<file path="src/rtl/dhm_pwr_seq.sv">
// dhm_pwr_seq: power-down/power-up sequencer for the dhm switchable core domain.
// Lives in the always-on domain and steps the core domain through stop, drain,
// retention save, isolation, reset and power-off, and back in reverse order.
//
// Optional feature: define DHM_PWR_SEQ_TIMEOUT_EN to bound every acknowledge
// wait by TIMEOUT cycles and raise the sticky err flag when a wait expires.
//
// Ports:
//   clk, reset_n    clock, asynchronous active-low reset
//   sleep_req       1 = put domain to sleep, 0 = keep/bring awake (level)
//   rreg_stop_ack   core has stopped accepting traffic
//   pd_ack          power-down handshake acknowledge
//   pwr_good        domain supply up
//   rreg_stop_req   stop request to the core
//   pd_req          power-down request
//   rreg_save       retention save strobe
//   rreg_restore    retention restore strobe
//   pd_iso/pd_iso_n isolation enable and its complement (separate flops)
//   pd_reset_n      domain reset, active low
//   pwr_en          power switch enable
//   asleep          domain fully off
//   busy            sequence in progress
//   err             sticky acknowledge timeout (0 when feature compiled out)
module dhm_pwr_seq #(
   parameter int unsigned SAVE_CYC    = 2,
   parameter int unsigned RESTORE_CYC = 2,
   parameter int unsigned ISO_SETTLE  = 4,
   parameter int unsigned TIMEOUT     = 1024
) (
   input  logic clk,
   input  logic reset_n,
   input  logic sleep_req,
   input  logic rreg_stop_ack,
   input  logic pd_ack,
   input  logic pwr_good,
   output logic rreg_stop_req,
   output logic pd_req,
   output logic rreg_save,
   output logic rreg_restore,
   output logic pd_iso,
   output logic pd_iso_n,
   output logic pd_reset_n,
   output logic pwr_en,
   output logic asleep,
   output logic busy,
   output logic err
);

   localparam int unsigned CNT_W = 16;

   // Counter load values: the counter runs N-1 down to 0, giving N cycles.
   localparam logic [CNT_W-1:0] SAVE_LD    = CNT_W'(SAVE_CYC - 1);
   localparam logic [CNT_W-1:0] RESTORE_LD = CNT_W'(RESTORE_CYC - 1);
   localparam logic [CNT_W-1:0] SETTLE_LD  = CNT_W'(ISO_SETTLE - 1);
   localparam logic [CNT_W-1:0] TMO_LD     = CNT_W'(TIMEOUT - 1);

   typedef enum logic [3:0] {
      ST_ON,
      ST_STOP,
      ST_DRAIN,
      ST_SAVE,
      ST_ISO,
      ST_RST,
      ST_PWROFF,
      ST_OFF,
      ST_PWRON,
      ST_PWR_SETTLE,
      ST_RESTORE,
      ST_UNISO,
      ST_REL_PD,
      ST_REL_STOP
   } state_t;

   state_t           state;
   state_t           state_nxt;
   logic [CNT_W-1:0] cnt;
   logic [CNT_W-1:0] cnt_nxt;
   logic             cnt_zero_c;
   logic             tmo_c;
   logic             err_set_c;

   logic stop_c;
   logic pdreq_c;
   logic save_c;
   logic restore_c;
   logic iso_c;
   logic rstn_c;
   logic pwren_c;
   logic asleep_c;
   logic busy_c;

   assign cnt_zero_c = (cnt == '0);

   // The shared counter doubles as the acknowledge-wait timer when enabled.
`ifdef DHM_PWR_SEQ_TIMEOUT_EN
   assign tmo_c = cnt_zero_c;
`else
   assign tmo_c = 1'b0;
`endif

   // State, counter and registered outputs.
   always_ff @(posedge clk or negedge reset_n) begin
      if (!reset_n) begin
         state         <= ST_ON;
         cnt           <= '0;
         rreg_stop_req <= 1'b0;
         pd_req        <= 1'b0;
         rreg_save     <= 1'b0;
         rreg_restore  <= 1'b0;
         pd_iso        <= 1'b0;
         pd_iso_n      <= 1'b1;
         pd_reset_n    <= 1'b1;
         pwr_en        <= 1'b1;
         asleep        <= 1'b0;
         busy          <= 1'b0;
         err           <= 1'b0;
      end else begin
         state         <= state_nxt;
         cnt           <= cnt_nxt;
         rreg_stop_req <= stop_c;
         pd_req        <= pdreq_c;
         rreg_save     <= save_c;
         rreg_restore  <= restore_c;
         pd_iso        <= iso_c;
         pd_iso_n      <= ~iso_c;
         pd_reset_n    <= rstn_c;
         pwr_en        <= pwren_c;
         asleep        <= asleep_c;
         busy          <= busy_c;
         err           <= err | err_set_c;
      end
   end

   // Next state and counter. Abort (sleep_req low) wins over an ack in the
   // same cycle; an ack wins over a timeout.
   always_comb begin
      state_nxt = state;
      cnt_nxt   = cnt_zero_c ? cnt : cnt - CNT_W'(1);
      err_set_c = 1'b0;

      case (state)
         ST_ON: begin
            if (sleep_req) state_nxt = ST_STOP;
         end
         ST_STOP: begin
            if (!sleep_req)         state_nxt = ST_REL_PD;
            else if (rreg_stop_ack) state_nxt = ST_DRAIN;
            else if (tmo_c) begin
               state_nxt = ST_REL_PD;
               err_set_c = 1'b1;
            end
         end
         ST_DRAIN: begin
            if (!sleep_req)  state_nxt = ST_REL_PD;
            else if (pd_ack) state_nxt = ST_SAVE;
            else if (tmo_c) begin
               state_nxt = ST_REL_PD;
               err_set_c = 1'b1;
            end
         end
         ST_SAVE: begin
            if (cnt_zero_c) state_nxt = ST_ISO;
         end
         ST_ISO: begin
            if (cnt_zero_c) state_nxt = ST_RST;
         end
         ST_RST: begin
            if (cnt_zero_c) state_nxt = ST_PWROFF;
         end
         ST_PWROFF: begin
            if (!pwr_good) state_nxt = ST_OFF;
            else if (tmo_c) begin
               state_nxt = ST_OFF;
               err_set_c = 1'b1;
            end
         end
         ST_OFF: begin
            if (!sleep_req) state_nxt = ST_PWRON;
         end
         ST_PWRON: begin
            // A timeout here only flags; the supply must still come up.
            if (pwr_good)   state_nxt = ST_PWR_SETTLE;
            else if (tmo_c) err_set_c = 1'b1;
         end
         ST_PWR_SETTLE: begin
            if (cnt_zero_c) state_nxt = ST_RESTORE;
         end
         ST_RESTORE: begin
            if (cnt_zero_c) state_nxt = ST_UNISO;
         end
         ST_UNISO: begin
            if (cnt_zero_c) state_nxt = ST_REL_PD;
         end
         ST_REL_PD: begin
            if (!pd_ack) state_nxt = ST_REL_STOP;
            else if (tmo_c) begin
               state_nxt = ST_ON;
               err_set_c = 1'b1;
            end
         end
         ST_REL_STOP: begin
            if (!rreg_stop_ack) state_nxt = ST_ON;
            else if (tmo_c) begin
               state_nxt = ST_ON;
               err_set_c = 1'b1;
            end
         end
         default: state_nxt = ST_ON;
      endcase

      // Reload on every state change: dwell length or acknowledge budget.
      if (state_nxt != state) begin
         case (state_nxt)
            ST_SAVE:                                 cnt_nxt = SAVE_LD;
            ST_RESTORE:                              cnt_nxt = RESTORE_LD;
            ST_ISO, ST_RST, ST_PWR_SETTLE, ST_UNISO: cnt_nxt = SETTLE_LD;
            default:                                 cnt_nxt = TMO_LD;
         endcase
      end
   end

   // Output decode from the next state so outputs register with the state.
   always_comb begin
      stop_c    = 1'b0;
      pdreq_c   = 1'b0;
      save_c    = 1'b0;
      restore_c = 1'b0;
      iso_c     = 1'b0;
      rstn_c    = 1'b1;
      pwren_c   = 1'b1;
      asleep_c  = 1'b0;
      busy_c    = 1'b1;

      case (state_nxt)
         ST_ON: busy_c = 1'b0;
         ST_STOP: stop_c = 1'b1;
         ST_DRAIN: begin
            stop_c  = 1'b1;
            pdreq_c = 1'b1;
         end
         ST_SAVE: begin
            stop_c  = 1'b1;
            pdreq_c = 1'b1;
            save_c  = 1'b1;
         end
         ST_ISO: begin
            stop_c  = 1'b1;
            pdreq_c = 1'b1;
            iso_c   = 1'b1;
         end
         ST_RST, ST_PWRON, ST_PWR_SETTLE: begin
            stop_c  = 1'b1;
            pdreq_c = 1'b1;
            iso_c   = 1'b1;
            rstn_c  = 1'b0;
         end
         ST_PWROFF, ST_OFF: begin
            stop_c   = 1'b1;
            pdreq_c  = 1'b1;
            iso_c    = 1'b1;
            rstn_c   = 1'b0;
            pwren_c  = 1'b0;
            asleep_c = (state_nxt == ST_OFF);
            busy_c   = (state_nxt != ST_OFF);
         end
         ST_RESTORE: begin
            stop_c    = 1'b1;
            pdreq_c   = 1'b1;
            iso_c     = 1'b1;
            restore_c = 1'b1;
         end
         ST_UNISO: begin
            stop_c  = 1'b1;
            pdreq_c = 1'b1;
         end
         ST_REL_PD: stop_c = 1'b1;
         ST_REL_STOP: ;
         default: ;
      endcase
   end

endmodule

</file>
<file path="config.mk">
export PLATFORM = sky130hd
export DESIGN_NAME = dhm_pwr_seq
export DESIGN_NICKNAME = d
export VERILOG_FILES = /design/src/rtl/dhm_pwr_seq.sv
export SDC_FILE = /design/constraint.sdc
export NUM_CORES = 1
export LEC_CHECK = 0
export ABC_CLOCK_PERIOD_IN_PS = 2790
export CAP_MARGIN = 20
export CORE_MARGIN = 4
export CORE_UTILIZATION = 59
export CTS_BUF_LIST = sky130_fd_sc_hd__clkbuf_4 sky130_fd_sc_hd__clkbuf_8
export DETAILED_ROUTE_END_ITERATION = 8
export PLACE_DENSITY = 0.82
export SETUP_SLACK_MARGIN = 0.15
export SLEW_MARGIN = 10
export SYNTH_ARGS = -nofsm -noshare
export SYNTH_HDL_FRONTEND = slang
export SYNTH_SLANG_ARGS = --single-unit
</file>
<file path="constraint.sdc">
create_clock -name clk -period 2.79 [get_ports clk]
set_input_delay 0.279 -clock clk [delete_from_list [all_inputs] [get_ports clk]]
set_output_delay 0.279 -clock clk [all_outputs]
set_load 0.02 [all_outputs]
</file>
; ---- Word-level counts from Yosys, hierarchy flattened
; Index checks and enable logic that the tools add are counted.
[totals]
ff_bits = 30
latch_bits = 0
ram_bits = 0
mem_bits_ro = 0
input_bits = 6
output_inout_bits = 11
word_cells = 81
mem_count = 0
[op_classes]
add_sub_neg = 1
n_mul = 0
div = 0
magnitude_cmp = 0
n_eq_ne = 28
n_shift = 0
n_mux = 29
bitwise = 1
n_reduce_logical = 10
[ops]
columns = operator, n
row1 = $mux W4, 16
row2 = $pmux W4 S14, 1
row3 = $eq A4 B4 Y1 const B, 11
row4 = $eq A4 B3 Y1 const B, 8
row5 = $mux W16, 2
row6 = $pmux W10 S2, 1
row7 = $eq A4 B2 Y1 const B, 4
row8 = $logic_not A16 Y1, 1
row9 = $sub A16 B1 Y16 const B, 1
row10 = $reduce_or A12 Y1, 1
row11 = $reduce_or A10 Y1, 1
row12 = $eq A4 B1 Y1 const B, 2
row13 = $logic_not A4 Y1, 2
row14 = $mux W1, 8
row15 = $reduce_or A7 Y1, 1
row16 = $reduce_or A5 Y1, 1
row17 = $ne A4 B3 Y1 const B, 1
row18 = $ne A4 B4 Y1, 1
row19 = $reduce_or A2 Y1, 2
row20 = $reduce_or A4 Y1, 1
row21 = $ne A2 B1 Y1 const B, 1
row22 = $pmux W1 S2, 1
row23 = $not A1 Y1, 1

; ---- Logic depth before layout (Yosys ltp)
; Gate-level depths: netlist (run 1).
[logic_depth]
ltp_word = 7
ltp_mapped = 11
ltp_nobuf = 9

; ---- Worst setup path after synthesis (run 1)
; No wires, ideal clock.
[synth_path]
kind = register -> register
from = register cnt[0]
to = register cnt[1]
setup_time_ps = 125
arrival_time_ps = 2260
required_ps = 2665
path_slack_ps = 406
path_stages_with_launch = 10
n_path_buf = 0
synth_period_minus_slack_ps = 2384
path_cell_list = dfrtp_1 inv_1 ha_1 nor3b_2 nand4_1 mux2_2 nand2_1 or3_1 a21oi_1 mux2_2
[synth_between]
elab_chain_len = 7
word_cells_on_any_way = 22
cone_classes = add/sub (1) / eq/ne (8) / mux (10) / reduce/logical (3)
[synth_rtl]
columns = element, line_no
row1 = start: declaration, 76  ; logic [CNT_W-1:0] cnt;
row2 = start signal: assignment, 119  ; cnt <= cnt_nxt;
row3 = $logic_not A16 Y1, 92  ; assign cnt_zero_c = (cnt == '0);
row4 = $mux W4 (tied with other cells), 192  ; if (cnt_zero_c) state_nxt = ST_REL_PD;
row5 = $pmux W4 S14, 141  ; case (state)
row6 = $eq A4 B3 Y1 (tied with other cells), 213  ; case (state_nxt)
row7 = $reduce_or A4 Y1 or $reduce_or A2 Y1 (tied branches), n/a
row8 = $pmux W10 S2, 213
row9 = $mux W16, 212  ; if (state_nxt != state) begin
; Parallel ways exist; a longest one is shown, timed or not. The select of a mux whose other input is x is not followed.
; A chain may end at the register's enable or synchronous reset.

; ---- Final worst setup path (run 1)
[layout_path]
from = register cnt[1]
to = register cnt[5]
; The elaborated chain is that of the path after synthesis.

==> Implementation_results.wiki, run 1 <==
{| class="wikitable"
! Metric !! Value
|-
| Initial Util || 63.8%
|-
| Critical path arrival || 2790 ps
|-
| Routed WL per cell || 18.2 um
|-
| Design internal power || 1.39 mW
|-
| Power share of the combinational group || 59.8%
|-
| Vias || 1553
|-
| Gate Count Post-Synth || 184
|-
| Mux cell area share after synthesis || 2.91%
|-
| Number of distinct library cell variants in the gate-level netlist after synthesis || 58
|-
| DRC Markers || 0
|-
| Clock power share || 10.7%
|-
| Design Power || 2.57 mW
|-
| Total of max-cap violations || 0
|-
| R2R depth || 9
|-
| TritonCTS buffer count || 5
|-
| Minimum period implied by the final worst setup slack || 2560 ps
|-
| Area share of and/or/nand/nor cells after synthesis || 23.8%
|-
| Root buffer cell || clkbuf_4
|-
| Floorplan Core Area || 2830 um2
|-
| Weighted congestion at the end of routability-driven global placement || 0.910
|-
| Post-route clock period utilization || 91.9%
|-
| Wire length of the first global-routing pass || 6920 um
|-
| Worst-path clk slew || 100 ps
|-
| Antenna viol nets, final || 0
|-
| Final worst clock skew || 6.21 ps
|-
| Maximum fanout along the worst path || 13
|-
| Antenna diodes || 0
|-
| Synthesized-area fraction occupied by adder cells || 0.693%
|-
| Count of nets after finishing || 215
|-
| GRT Residual Overflow || 0
|-
| Number of slew-limit violations in the final report || 0
|-
| Final-layout setup total negative slack || 0 ps
|-
| Full die area || 4010 um2
|-
| Drt total wl || 4380 um
|-
| Flop pwr share || 29.5%
|-
| Slew at the pin with the worst max-slew slack || 547 ps
|-
| Vias in the first global route || 1520
|-
| Met1 track demand over resource || 26.3%
|-
| Count of buffers inserted at the top-level ports || 15
|-
| Number of sinks driven by the clock tree || 30
|-
| Synth Flop Type || dfrtp_1
|-
| Most common library cell in the layout ignoring fill and taps || dfrtp_1
|-
| Worst rel slew slack || 62.6%
|-
| CTS max path bufs || 2
|-
| Area growth from synthesis to layout || 20.5%
|-
| Critical Path Sink Type || register
|-
| Most used cells in the layout excluding fill and tap cells || dfrtp_1, clkdlybuf4s50_1, xnor2_1, buf_4
|-
| Die height || 63.3 um
|-
| Timing-limited maximum frequency || 390 MHz
|-
| # IOs || 17
|-
| Share of post-route cells with drive strength above 1 || 23.9%
|-
| Final Hold Vio Count || 0
|-
| Hold Path Class || input pin to asynchronous set/reset pin
|-
| Final setup violation count || 0
|-
| Top cells by area in the synthesized netlist || dfrtp_1, xnor2_1, dfstp_2, o32ai_1, nor3_1
|-
| Cts-stage hold buffer count || 0
|-
| Unrepaired setup endpoints after global routing || true
|-
| Maximum number of pins on one net before global-route repair || 31
|-
| Gr busiest metal || met2
|-
| Internal reg-to-reg setup slack || 230 ps
|-
| Number of detailed-routing iterations run before antenna repair || 5
|-
| Critical register-to-register path startpoint || cnt[1]
|-
| Power dissipated by switching net loads || 1.19 mW
|-
| Die boundary width || 63.3 um
|-
| Maximum resistive drop on vdd || 0.000734 V
|-
| XOR/XNOR share of the synthesized area || 7.28%
|-
| Sw frac || 46.1%
|-
| Share of the synthesized area in compound gates (AO/OA/AOI/OAI) || 17.9%
|-
| Type of the setup path with the least slack || register to register
|-
| CTS tree || yes
|-
| Sequential cell area fraction in the yosys report || 41.8%
|-
| Gr usage total || 21.8%
|-
| Initial antenna violation count || 0
|-
| Worst path required time || 3010 ps
|-
| Area fraction of the dominant cell type after synthesis || 37.4%
|-
| Terminus of the critical flop-to-flop path || cnt[5]
|-
| Post-synthesis instance area || 1800 um2
|-
| Run status || complete, no violations
|-
| Mapped Nets || 191
|-
| Largest family of logic cells by synthesized area || simple AND/OR/NAND/NOR gates
|-
| Drt via density || 6.47
|-
| Number of placement rows || 19
|-
| # H-tree levels || 2
|-
| Number of synthesized register bits || 30
|-
| Met3 Use GR || 7.82%
|-
| Critical Path Source Type || register
|-
| Mean instance size in the synthesized netlist || 9.81 um2
|-
| PwrDens || 1180 nW/um2
|-
| Latest clock arrival within the worst-skew pair || 340 ps
|-
| Synthesis warning total || 0
|-
| EDFF count, synth || 0
|-
| Reported leakage power || 0.891 nW
|-
| Starting DRT DRC Count || 87
|-
| GR Util met2 || 35.4%
|-
| Async SR Flop Fraction || 100%
|-
| Cell type contributing the most total cell area after synthesis || dfrtp_1
|-
| Detail Placement HPWL || 2880 um
|}
## synthesized netlist by cell type (2+ instances only)
cell type	instances
dfrtp_1	27
xnor2_1	12
nor2_1	11
nand2_1	10
nor3_1	9
a21oi_1	8
o32ai_1	8
inv_1	7
o21ai_0	7
buf_2	6
nor2b_1	6
nand2b_1	4
nand3_1	4
nor4_1	4
a211oi_1	3
dfstp_2	3
mux2i_1	3
or3_1	3
xor2_1	3
and3_1	2
and4_1	2
buf_4	2
buf_6	2
mux2_2	2
nor3b_1	2
o21a_1	2
## layout make-up
class | count | area [um2]
clock buffer | 6 | 51.3
clock inverter | 2 | 12.5
fill | 187 | 654
inverter | 7 | 26.3
multi-input combinational | 136 | 1050
sequential | 30 | 754
tap | 31 | 38.8
timing repair buffer | 28 | 245
## critical path: stages (launching register included)
cell and delay (ps):
dfrtp_1 430, inv_2 90, ha_4 130, nor3b_4 240, nand4_1 240, mux2_4 260
nand2_1 80, or3_1 380, and2_4 250, o32ai_1 360
## metrics by stage
stage | area (um2) | utilization [%] | hold slack [ps] | cells | worst slack, ps
after floorplan | 1800 | - | -16.6 | 184 | 406
after global placement | 2000 | 70.6 | 548 | 229 | 201
after detailed placement | 2000 | 70.6 | 570 | 229 | 102
after CTS | 2060 | 72.9 | 320 | 237 | 158
after global routing | 2170 | 76.9 | 343 | 240 | 63.2
final | 2170 | 76.9 | 309 | 240 | 226
## timing repair
action                     CTS  global route
setup endpoints to repair    5            13
pin swaps                    0             6
setup buffers                0             2
gates resized for setup      1            20
cloned                       0             1
## state kept, by name (all words and copies together) (netlist names)
signal and flops:
asleep 1, busy 1, cnt 16, pd_iso 1, pd_iso_n 1, pd_req 1
pd_reset_n 1, pwr_en 1, rreg_restore 1, rreg_save 1, rreg_stop_req 1, state 4
## power by group through the flow
stage | combinational, mW | sequential (mW) | clock (mW)
after floorplan | 0.949 | 0.733 | 0
after global placement | 1.23 | 0.730 | 0
after detailed placement | 1.27 | 0.741 | 0
after CTS | 1.27 | 0.733 | 0.281
after global routing | 1.67 | 0.778 | 0.307
final | 1.54 | 0.759 | 0.275
## routing by layer
layer  wire length [um]  up-vias
met4                148        0
met2               2180       71
met5                  0        -
li1                   -      724
met1               1720      740
met3                324       18
## logic make-up (layout without fill, tap and decap cells)
family,after synthesis,after routing
flip-flops,30,30
XOR/XNOR,15,15
buffers and inverters,18,43
multiplexers,5,5
AND/OR/NAND/NOR,71,71
other,1,1
AO/OA/AOI/OAI,43,43
adder cells (fa/ha/maj),1,1
## worst max path at each step
| stage | end | cells after the start | slack, ps | from |
|---|---|---|---|---|
| global placement | cnt[7] | 9 | 200 | cnt[0] |
| global route | cnt[5] | 11 | 60 | cnt[0] |
| floorplan | cnt[1] | 9 | 410 | cnt[0] |
| finish | cnt[5] | 9 | 230 | cnt[1] |
| CTS | cnt[3] | 9 | 160 | cnt[0] |
| detailed placement | cnt[3] | 9 | 100 | cnt[0] |
Power figures use the tool's default switching activity.
==> run 2, diff against run 1 <==
--- a/config.mk
+++ b/config.mk
@@ -8,10 +8,10 @@
 export ABC_CLOCK_PERIOD_IN_PS = 2790
 export CAP_MARGIN = 20
 export CORE_MARGIN = 4
-export CORE_UTILIZATION = 59
+export CORE_UTILIZATION = 55
 export CTS_BUF_LIST = sky130_fd_sc_hd__clkbuf_4 sky130_fd_sc_hd__clkbuf_8
 export DETAILED_ROUTE_END_ITERATION = 8
-export PLACE_DENSITY = 0.82
+export PLACE_DENSITY = 0.77
 export SETUP_SLACK_MARGIN = 0.15
 export SLEW_MARGIN = 10
 export SYNTH_ARGS = -nofsm -noshare
==> run 2 against run 1 <==
Power up 5.0%. Critical path type unchanged. Via count decreased by 0.32%. Die area is 6.3% higher. Clock skew rose by 9.8 ps. Highest routed layer unchanged. Sequential power up 2%. Flip-flop and latch count stayed put. Critical path depth decreased by 2. Clock-buffer cell count is the same. Global-route usage down 0.071 points. Hold slack improved by 1.4 ps.
==> Implementation_results.wiki, run 2 (synthesized netlist as in run 1, its figures left out) <==
{| class="wikitable"
! Metric !! Value
|-
| Run status || complete, no violations
|-
| Die height || 65.3 um
|-
| GRT Residual Overflow || 0
|-
| Critical register-to-register path startpoint || cnt[4]
|-
| PwrDens || 1210 nW/um2
|-
| Count of buffers inserted at the top-level ports || 15
|-
| Utilization of the core after routing || 72.2%
|-
| Register area || 756 um2
|-
| Final setup violation count || 0
|-
| Final worst clock skew || 16.0 ps
|-
| Initial Util || 58.1%
|-
| Antenna diodes || 0
|-
| Area growth from synthesis to layout || 24.2%
|-
| Routed WL per cell || 17.0 um
|-
| DRC Markers || 0
|-
| Worst-path clk slew || 110 ps
|-
| Antenna viol nets, final || 0
|-
| Met3 Wirelength || 195 um
|-
| Maximum fanout along the worst path || 5
|-
| Number of sinks driven by the clock tree || 30
|-
| Post-route clock period utilization || 92.0%
|-
| Initial antenna violation count || 0
|-
| Power share of the combinational group || 53.9%
|-
| Critical Path Sink Type || register
|-
| CTS tree || yes
|-
| Sw frac || 42.5%
|-
| Full die area || 4260 um2
|-
| Count of nets after finishing || 216
|-
| Design internal power || 1.55 mW
|-
| Gr usage total || 21.7%
|-
| # H-tree levels || 2
|-
| Biggest register || cnt
|-
| Critical path arrival || 2800 ps
|-
| Drt via density || 6.09
|-
| Worst path required time || 3020 ps
|-
| Number of slew-limit violations in the final report || 0
|-
| Vias || 1548
|-
| Final-layout setup total negative slack || 0 ps
|-
| Number of placement rows || 20
|-
| Largest registers || cnt: 16 flops, state: 4 flops
|-
| Number of detailed-routing iterations run before antenna repair || 4
|-
| # IOs || 17
|-
| Multi-input logic area || 1030 um2
|-
| R2R depth || 7
|-
| Met1 wire length || 1850 um
|-
| Flop pwr share || 28.7%
|-
| Total of fill cells in the finished design || 234
|-
| Latest clock arrival within the worst-skew pair || 340 ps
|-
| Top layer in use || met4
|-
| Type of the setup path with the least slack || register to register
|-
| Timing-limited maximum frequency || 389 MHz
|-
| Power dissipated by switching net loads || 1.15 mW
|-
| Most used cells in the layout excluding fill and tap cells || dfrtp_1, clkdlybuf4s50_1, buf_4
|-
| Share of post-route cells with drive strength above 1 || 24.8%
|-
| Terminus of the critical flop-to-flop path || cnt[1]
|-
| Vias in the first global route || 1501
|-
| Wire length of the first global-routing pass || 7050 um
|-
| Starting DRT DRC Count || 57
|-
| Final Hold Vio Count || 0
|-
| CTS max path bufs || 2
|-
| Drt total wl || 4310 um
|-
| Unrepaired setup endpoints after global routing || false
|-
| Clock power share || 17.4%
|-
| Total of max-cap violations || 0
|-
| Most common library cell in the layout ignoring fill and taps || dfrtp_1
|-
| Root buffer cell || clkbuf_4
|-
| Critical Path Source Type || register
|-
| Maximum resistive drop on vdd || 0.000896 V
|-
| Floorplan Core Area || 3100 um2
|-
| Reported leakage power || 0.909 nW
|-
| Die boundary width || 65.3 um
|-
| Internal reg-to-reg setup slack || 220 ps
|-
| Design Power || 2.70 mW
|-
| Detail Placement HPWL || 2770 um
|-
| Maximum number of pins on one net before global-route repair || 31
|-
| Weighted congestion at the end of routability-driven global placement || 0.868
|-
| Max FFs per register || 16
|-
| Minimum period implied by the final worst setup slack || 2570 ps
|-
| Hold Path Class || input pin to asynchronous set/reset pin
|-
| WL met2 || 2170 um
|-
| TritonCTS buffer count || 5
|}
==> run 2: worst max-delay path by stage <==
stage            from      to  slack [ps]  depth (start not counted)
2_1_floorplan  cnt[0]  cnt[1]         410                          9
6_report       cnt[4]  cnt[1]         220                          7
3_5_place_dp   cnt[0]  cnt[8]         100                          9
5_1_grt        cnt[0]  cnt[9]         100                          9
4_1_cts        cnt[4]  cnt[1]         160                          8
3_3_place_gp   cnt[0]  cnt[2]         160                          9
==> run 2: metrics by stage <==
step	hold slack (ps)	setup WS (ps)	area, um2	cells
after floorplan	-16.6	406	1800	184
after global placement	558	161	2000	240
after detailed placement	575	97.2	2000	240
after CTS	319	160	2110	248
after global routing	342	95.5	2240	254
final	311	222	2240	254
==> run 2: cell type report <==
class	instances	area share [%]
Sequential cell	30	33.7
Clock buffer	6	2.29
Tap cell	44	2.46
Timing Repair Buffer	29	11.6
Inverter	7	1.17
Multi-Input combinational cell	136	46.1
Clock inverter	2	2.68
==> run 2: critical path, cell delays in order, from the launching register on <==
cell and delay (ps):
dfrtp_1 460, nor4_4 440, nand4_1 260, mux2_2 290, nand2_1 90, or3_4 360, a21oi_2 190, mux2_2 350
==> run 2: power groups by stage <==
stage                     combinational [mW]  sequential (mW)  clock [mW]
final                                   1.45            0.776       0.470
after global routing                    1.59            0.799       0.500
after CTS                               1.26            0.749       0.476
after detailed placement                1.24            0.755           0
after global placement                  1.20            0.743           0
after floorplan                        0.949            0.733           0
==> run 2: what timing repair did <==
action	4_1_cts	5_1_grt
setup buffers	0	6
hold buffers	0	0
endpoints found under the setup margin	9	19
resized for setup	2	19
endpoints found under the hold margin	0	0
pin swaps	0	3
==> run 2: routing by layer <==
layer,global-route usage (%),vias up
li1,-,725
met1,26.2,766
met2,36.2,48
met3,6.15,9
met4,9.33,0
met5,0,-
==> run 3, diff against run 2 <==
--- a/config.mk
+++ b/config.mk
@@ -5,7 +5,6 @@
 export SDC_FILE = /design/constraint.sdc
 export NUM_CORES = 1
 export LEC_CHECK = 0
-export ABC_CLOCK_PERIOD_IN_PS = 2790
 export CAP_MARGIN = 20
 export CORE_MARGIN = 4
 export CORE_UTILIZATION = 55
==> results of run 3 <==
The final DEF is identical to that of run 2; final timing and power are the same.
